--- src/rtl/fifo_push_arb.sv ---
// fifo_push_arb
//   Round-robin arbiter that shares one fifo_gen push port among N_REQ
//   producers. The forward path is purely combinational: the selected
//   requester's valid and data drive out_* in the same cycle. A burst lock
//   keeps one producer selected for up to MAX_BURST back-to-back beats, and a
//   hold register freezes the selection while the FIFO applies back-pressure.
//
// Ports
//   clk          clock
//   rst_n        asynchronous active-low reset
//   req_val      per-requester valid
//   req_rdy      per-requester ready (one-hot or zero)
//   req_data     requester i at bits [i*SIZE +: SIZE]
//   out_val      to FIFO in_val
//   out_rdy      from FIFO in_rdy
//   out_data     to FIFO in_data
//   out_src      index of the currently selected requester
//   lock_active  burst lock held (registered)
module fifo_push_arb #(
  parameter int N_REQ_IDX = 2,
  parameter int N_REQ     = 4,
  parameter int SIZE      = 4,
  parameter int MAX_BURST = 4
) (
  input  logic                    clk,
  input  logic                    rst_n,
  input  logic [N_REQ-1:0]        req_val,
  output logic [N_REQ-1:0]        req_rdy,
  input  logic [N_REQ*SIZE-1:0]   req_data,
  output logic                    out_val,
  input  logic                    out_rdy,
  output logic [SIZE-1:0]         out_data,
  output logic [N_REQ_IDX-1:0]    out_src,
  output logic                    lock_active
);

  // beat_cnt must be able to represent MAX_BURST itself
  localparam int CW = $clog2(MAX_BURST + 1);
  localparam logic [CW-1:0] MAX_CNT = CW'(MAX_BURST);

  typedef enum logic {IDLE, LOCKED} state_t;

  state_t                 state_reg;
  logic [N_REQ_IDX-1:0]   rr_ptr_reg;
  logic [N_REQ_IDX-1:0]   owner_reg;
  logic [N_REQ_IDX-1:0]   hold_id_reg;
  logic [CW-1:0]          beat_cnt_reg;
  logic                   hold_reg;
  logic                   lock_active_reg;

  logic [SIZE-1:0]        data_arr [N_REQ];
  logic [N_REQ_IDX-1:0]   rr_sel;
  logic [N_REQ_IDX-1:0]   sel;
  logic [CW-1:0]          beat_inc;
  logic                   owner_valid;
  logic                   release_lock;
  logic                   xfer;

  generate
    for (genvar gi = 0; gi < N_REQ; gi++) begin : g_req
      assign data_arr[gi] = req_data[gi*SIZE +: SIZE];
      assign req_rdy[gi]  = rst_n && out_rdy && req_val[gi] &&
                            (sel == N_REQ_IDX'(gi));
    end
  endgenerate

  // Circular search from rr_ptr_reg; iterating from the far end downward lets
  // the nearest valid requester win. With no requester valid rr_sel stays at
  // rr_ptr_reg, whose valid is 0, so out_val is 0.
  always_comb begin
    rr_sel = rr_ptr_reg;
    for (int k = N_REQ - 1; k >= 0; k--) begin
      if (req_val[rr_ptr_reg + N_REQ_IDX'(k)]) begin
        rr_sel = rr_ptr_reg + N_REQ_IDX'(k);
      end
    end
  end

  assign owner_valid  = req_val[owner_reg];
  // Owner went quiet with nothing stalled: drop the lock this very cycle so
  // round-robin can pick a new winner without a bubble.
  assign release_lock = (state_reg == LOCKED) && !hold_reg && !owner_valid;

  always_comb begin
    if (hold_reg) begin
      sel = hold_id_reg;
    end else if ((state_reg == LOCKED) && owner_valid) begin
      sel = owner_reg;
    end else begin
      sel = rr_sel;
    end
  end

  assign out_val     = rst_n && req_val[sel];
  assign out_data    = data_arr[sel];
  assign out_src     = sel;
  assign xfer        = out_val && out_rdy;
  assign beat_inc    = beat_cnt_reg + CW'(1);
  assign lock_active = lock_active_reg;

  always_ff @(posedge clk or negedge rst_n) begin
    if (!rst_n) begin
      state_reg       <= IDLE;
      rr_ptr_reg      <= '0;
      owner_reg       <= '0;
      hold_id_reg     <= '0;
      beat_cnt_reg    <= '0;
      hold_reg        <= 1'b0;
      lock_active_reg <= 1'b0;
    end else begin
      // A stalled beat pins the selection until it transfers
      hold_reg    <= out_val && !out_rdy;
      hold_id_reg <= sel;

      if ((state_reg == LOCKED) && !release_lock) begin
        // Inside a lock the selection is the owner, so any transfer is its beat
        if (xfer) begin
          if (beat_inc == MAX_CNT) begin
            state_reg       <= IDLE;
            lock_active_reg <= 1'b0;
            beat_cnt_reg    <= '0;
          end else begin
            beat_cnt_reg <= beat_inc;
          end
        end
      end else begin
        // Idle, or a lock released this cycle: arbitrate as round-robin
        if (xfer) begin
          rr_ptr_reg <= sel + 1'b1;
          if (MAX_BURST > 1) begin
            state_reg       <= LOCKED;
            lock_active_reg <= 1'b1;
            owner_reg       <= sel;
            beat_cnt_reg    <= CW'(1);
          end else begin
            state_reg       <= IDLE;
            lock_active_reg <= 1'b0;
          end
        end else begin
          state_reg       <= IDLE;
          lock_active_reg <= 1'b0;
          beat_cnt_reg    <= '0;
        end
      end
    end
  end

endmodule

--- config.mk ---
export PLATFORM = sky130hd
export DESIGN_NAME = fifo_push_arb
export DESIGN_NICKNAME = d
export VERILOG_FILES = /design/src/rtl/fifo_push_arb.sv
export SDC_FILE = /design/constraint.sdc
export NUM_CORES = 1
export LEC_CHECK = 0
export CAP_MARGIN = 15
export CORE_AREA = 2 2 52 54
export CTS_BUF_LIST = sky130_fd_sc_hd__clkbuf_4
export DETAILED_ROUTE_END_ITERATION = 8
export DIE_AREA = 0 0 54 56
export GPL_TIMING_DRIVEN = 0
export PLACE_DENSITY = 0.79
export SYNTH_ARGS = -nofsm -noshare
export SYNTH_HDL_FRONTEND = slang
export SYNTH_SLANG_ARGS = --single-unit
--- constraint.sdc ---
create_clock -name clk -period 2.4 [get_ports clk]
set_input_delay 0.36 -clock clk [delete_from_list [all_inputs] [get_ports clk]]
set_output_delay 0.36 -clock clk [all_outputs]
set_load 0.05 [all_outputs]
==> results_tabular.tex <==
\begin{tabular}{lr}
\hline
Metric & Value \\
\hline
\multicolumn{2}{l}{\textbf{Timing}} \\
\quad RSZ-0062 raised after global routing & yes \\
\quad Minimum period implied by the final worst setup slack & 2.70 ns \\
\quad Post-Route Hold Slack & 0.192 ns \\
\quad Max-slew violation count & 0 \\
\quad PnR worst setup slack & -0.304 ns \\
\quad Number of endpoints failing setup at the final stage & 13 \\
\quad Actual transition at the worst max-transition pin & 0.641 ns \\
\quad Number of endpoints with negative hold slack in the final report & 0 \\
\quad Maximum operating frequency & 370 MHz \\
\quad Setup clock skew after layout & 0.00445 ns \\
\quad Post-route clock period utilization & 113\% \\
\quad Setup TNS after final layout & -2.84 ns \\
\quad Worst slew margin & 57.3\% \\
\multicolumn{2}{l}{\textbf{CTS}} \\
\quad Number of levels the H-tree was split into & 1 \\
\quad Clock latency on the worst-skew pair & 0.27 ns \\
\quad Clock-pin slew on the worst setup and hold paths & 0.07 ns \\
\quad TritonCTS Buffers & 3 \\
\quad Clock tree from TritonCTS & yes \\
\quad Cell at the root of the clock tree & sky130\_fd\_sc\_hd\_\_clkbuf\_4 \\
\quad Clock sinks & 11 \\
\quad Maximum root-to-sink buffer count & 2 \\
\multicolumn{2}{l}{\textbf{Global route}} \\
\quad Number of antenna violations at the first check in global routing & 0 \\
\quad Wire length of the first global-routing pass & 5820 µm \\
\quad Pin count of the biggest net entering global routing & 15 \\
\quad Total gr overflow & 0 \\
\quad Number of global-route vias before repair & 1210 \\
\quad Global-route usage over all layers & 25.9\% \\
\multicolumn{2}{l}{\textbf{Die}} \\
\quad Die Width & 54 µm \\
\quad Total core area & 0.00243 mm² \\
\quad Count of standard-cell rows & 18 \\
\quad Top-Level Pins & 35 \\
\quad Die Ht & 56 µm \\
\quad Initial Util & 46.6\% \\
\quad Die area & 0.00302 mm² \\
\multicolumn{2}{l}{\textbf{Synth}} \\
\quad Average cell area after synthesis & 8.52 µm² \\
\quad Unique cell type count in the Yosys netlist & 40 \\
\quad Share of flip-flops with an asynchronous set or reset after synthesis & 100\% \\
\quad Synth Cell Area & 0.00113 mm² \\
\quad Primary FF master, synth & sky130\_fd\_sc\_hd\_\_dfrtp\_1 \\
\quad Seq cells post-synth & 11 \\
\quad Nets in the synthesized netlist & 162 \\
\quad Sequential element share of the synthesized area & 24.3\% \\
\quad Count of yosys warnings during synthesis & 0 \\
\quad Syn Inst Count & 133 \\
\quad Number of enable-type register cells in the synthesized netlist & 0 \\
\multicolumn{2}{l}{\textbf{Worst setup path}} \\
\quad Number of buffer and inverter stages on the critical path & 1 \\
\quad Number of cell instances on the worst register-to-register path & 8 \\
\quad Critical Path Start & owner\_reg[0] \\
\quad Data required time of the worst path & 2.04 ns \\
\quad Destination of the worst register-to-register timing path & rr\_ptr\_reg[1] \\
\quad Cells along the critical path & mux2i\_4 > o22ai\_4 > a211o\_1 > a21boi\_4 > mux2\_4 > and2\_4 > buf\_8 \\
\quad Worst reg2reg path startpoint & owner\_reg[0] \\
\quad Minimum setup slack among reg-to-reg paths & -0.18 ns \\
\quad Biggest cell delay along the critical path & 0.46 ns \\
\quad Slowest-stage cell, CP & sky130\_fd\_sc\_hd\_\_dfrtp\_2 \\
\quad Worst setup path endpoint & out\_val \\
\quad Gate family responsible for the most delay along the worst path & multiplexers \\
\quad Worst path depth & 7 \\
\quad Category of the worst setup path capture point & primary output \\
\quad WP data arrival & 2.34 ns \\
\quad Type of the worst setup path & reg2out \\
\quad Top fanout value on the critical path & 4 \\
\quad Critical Path Start Type & flip-flop \\
\multicolumn{2}{l}{\textbf{Route}} \\
\quad Routed via count & 1214 \\
\quad Number of vias per cell after detailed routing & 5.67 \\
\quad Router iterations before antenna repair & 4 \\
\quad Average wire length per cell after detail routing & 18.1 µm \\
\quad Routed wire length & 3870 µm \\
\quad Initial DRC count & 33 \\
\quad Number of DRC violations after detailed routing & 0 \\
\quad Antenna-violating nets left & 0 \\
\multicolumn{2}{l}{\textbf{Layout}} \\
\quad Post-route cell area & 0.00186 mm² \\
\quad Leading cell types in the layout, fill and taps excluded & sky130\_fd\_sc\_hd\_\_clkdlybuf4s50\_1, sky130\_fd\_sc\_hd\_\_buf\_4, sky130\_fd\_sc\_hd\_\_mux2i\_1 \\
\quad Most frequent standard cell in the layout excluding fill and tap cells & sky130\_fd\_sc\_hd\_\_clkdlybuf4s50\_1 \\
\quad Number of antenna diodes & 0 \\
\quad FF/Latch Area & 278 µm² \\
\quad Flip-flop count of the largest register after layout & 3 \\
\quad Multi-input gate area & 952 µm² \\
\quad Layout filler cell count & 167 \\
\quad Post-synthesis to final-layout area growth & 63.9\% \\
\quad Final nets & 214 \\
\quad Fraction of layout cells with a size suffix above 1 & 40.8\% \\
\multicolumn{2}{l}{\textbf{Place}} \\
\quad Area after detailed placement & 0.00151 mm² \\
\quad Number of port buffers & 31 \\
\quad Post-detail-place hpwl & 2410 µm \\
\quad GPL Wtd Cong & 0.880 \\
\multicolumn{2}{l}{\textbf{Power and ir drop}} \\
\quad Leakage power figure & 0.000821 µW \\
\quad Maximum ir drop on the vdd rail & 0.00112 V \\
\quad Power density of the placed cells & 1370 mW/mm² \\
\multicolumn{2}{l}{\textbf{Outcome}} \\
\quad Violations in the final reports & setup timing \\
\quad Run status & complete, but fails checks \\
\multicolumn{2}{l}{\textbf{Hold path}} \\
\quad Worst min-delay path class & in2async \\
\multicolumn{2}{l}{\textbf{Job}} \\
\quad Count of maximum capacitance violations & 0 \\
\hline
\end{tabular}
kinds of logic after synthesis:
kind of cell	synth area share, %
buf+inv	6.40
flops	24.3
mux	21.0
fa+ha+maj	7.51
compound gates	20.9
xor+xnor	0.773
simple gates	19.2
worst register-to-register path: stages (launching register included):
cell	delay (ns)
sky130_fd_sc_hd__dfrtp_2	0.47
sky130_fd_sc_hd__mux2i_4	0.22
sky130_fd_sc_hd__o221a_4	0.28
sky130_fd_sc_hd__o31a_1	0.31
sky130_fd_sc_hd__buf_6	0.16
sky130_fd_sc_hd__buf_6	0.11
sky130_fd_sc_hd__or4_4	0.52
sky130_fd_sc_hd__o21ai_4	0.09
sky130_fd_sc_hd__mux2_4	0.31
power by group:
group | leakage [µW] | internal, µW | switching [µW] | total [µW]
Combinational | 0.000666 | 928 | 1130 | 2060
Sequential | 0.000137 | 258 | 84.5 | 343
Clock | 0.0000184 | 75.6 | 63.6 | 139
Total | 0.000821 | 1260 | 1280 | 2540
metrics by stage:
step                setup WS [ns]  utilization (%)  total power [µW]  instances
floorplan                 -0.0279                -              1430        133
global placement            -1.24             62.2              1790        194
detailed placement          -1.28             62.2              1840        194
CTS                        -0.278             72.9              2370        212
global route               -0.362             76.4              2660        214
finish                     -0.304             76.4              2540        214
cell usage after synthesis, types with 2 or more instances:
library cell | instances | area share, %
sky130_fd_sc_hd__dfrtp_1 | 11 | 24
sky130_fd_sc_hd__ha_1 | 6 | 6.6
sky130_fd_sc_hd__nor2_1 | 8 | 2.6
sky130_fd_sc_hd__o21ai_0 | 9 | 4.0
sky130_fd_sc_hd__nand2b_1 | 7 | 3.9
sky130_fd_sc_hd__a21oi_1 | 8 | 3.5
sky130_fd_sc_hd__and2_1 | 2 | 1.1
sky130_fd_sc_hd__buf_4 | 2 | 1.3
sky130_fd_sc_hd__nor2b_1 | 3 | 1.7
sky130_fd_sc_hd__nand3_1 | 2 | 0.88
sky130_fd_sc_hd__and3_1 | 4 | 2.2
sky130_fd_sc_hd__nand4_1 | 3 | 1.7
sky130_fd_sc_hd__clkbuf_1 | 3 | 0.99
sky130_fd_sc_hd__mux2_2 | 5 | 5.0
sky130_fd_sc_hd__a21oi_2 | 2 | 1.5
sky130_fd_sc_hd__nand2_1 | 9 | 3.0
sky130_fd_sc_hd__inv_1 | 6 | 2.0
sky130_fd_sc_hd__buf_2 | 4 | 1.8
sky130_fd_sc_hd__a21o_1 | 2 | 1.3
sky130_fd_sc_hd__mux2i_1 | 17 | 15
final cells by class:
cell class / count / share of cell area, %
plain buffers: 9 / 3.57
clock buffers: 4 / 1.62
inverters: 7 / 1.55
multi-input cells: 106 / 51.2
flip-flops and latches: 11 / 14.9
well taps: 30 / 2.02
repair buffers: 47 / 25.1
per-layer routing:
layer	up-vias	track usage [%]	routed length, µm
met5	-	0	0
met2	28	46.0	2190
met3	6	3.49	92
li1	583	-	-
met4	0	8.21	42
met1	597	31.0	1540
timing repair:
action | 4_1_cts | 5_1_grt
buffers inserted | 13 | 2
setup endpoints to repair | 19 | 14
gates resized for setup | 104 | 20
hold buffers | 0 | 0
pin swaps | 7 | 3
cloned | 1 | 0
worst min-delay path by stage:
stage / endpoint / startpoint / slack [ns] / depth (start not counted)
after CTS: beat_cnt_reg[0] / rst_n / 0.20 / 1
after global placement: owner_reg[1] / owner_reg[1] / 0.49 / 2
after detailed placement: owner_reg[1] / owner_reg[1] / 0.50 / 2
after global routing: hold_reg / rst_n / 0.24 / 1
after floorplan: beat_cnt_reg[0] / rst_n / 0.06 / 0
final: beat_cnt_reg[0] / rst_n / 0.19 / 1
Power figures use the tool's default switching activity.
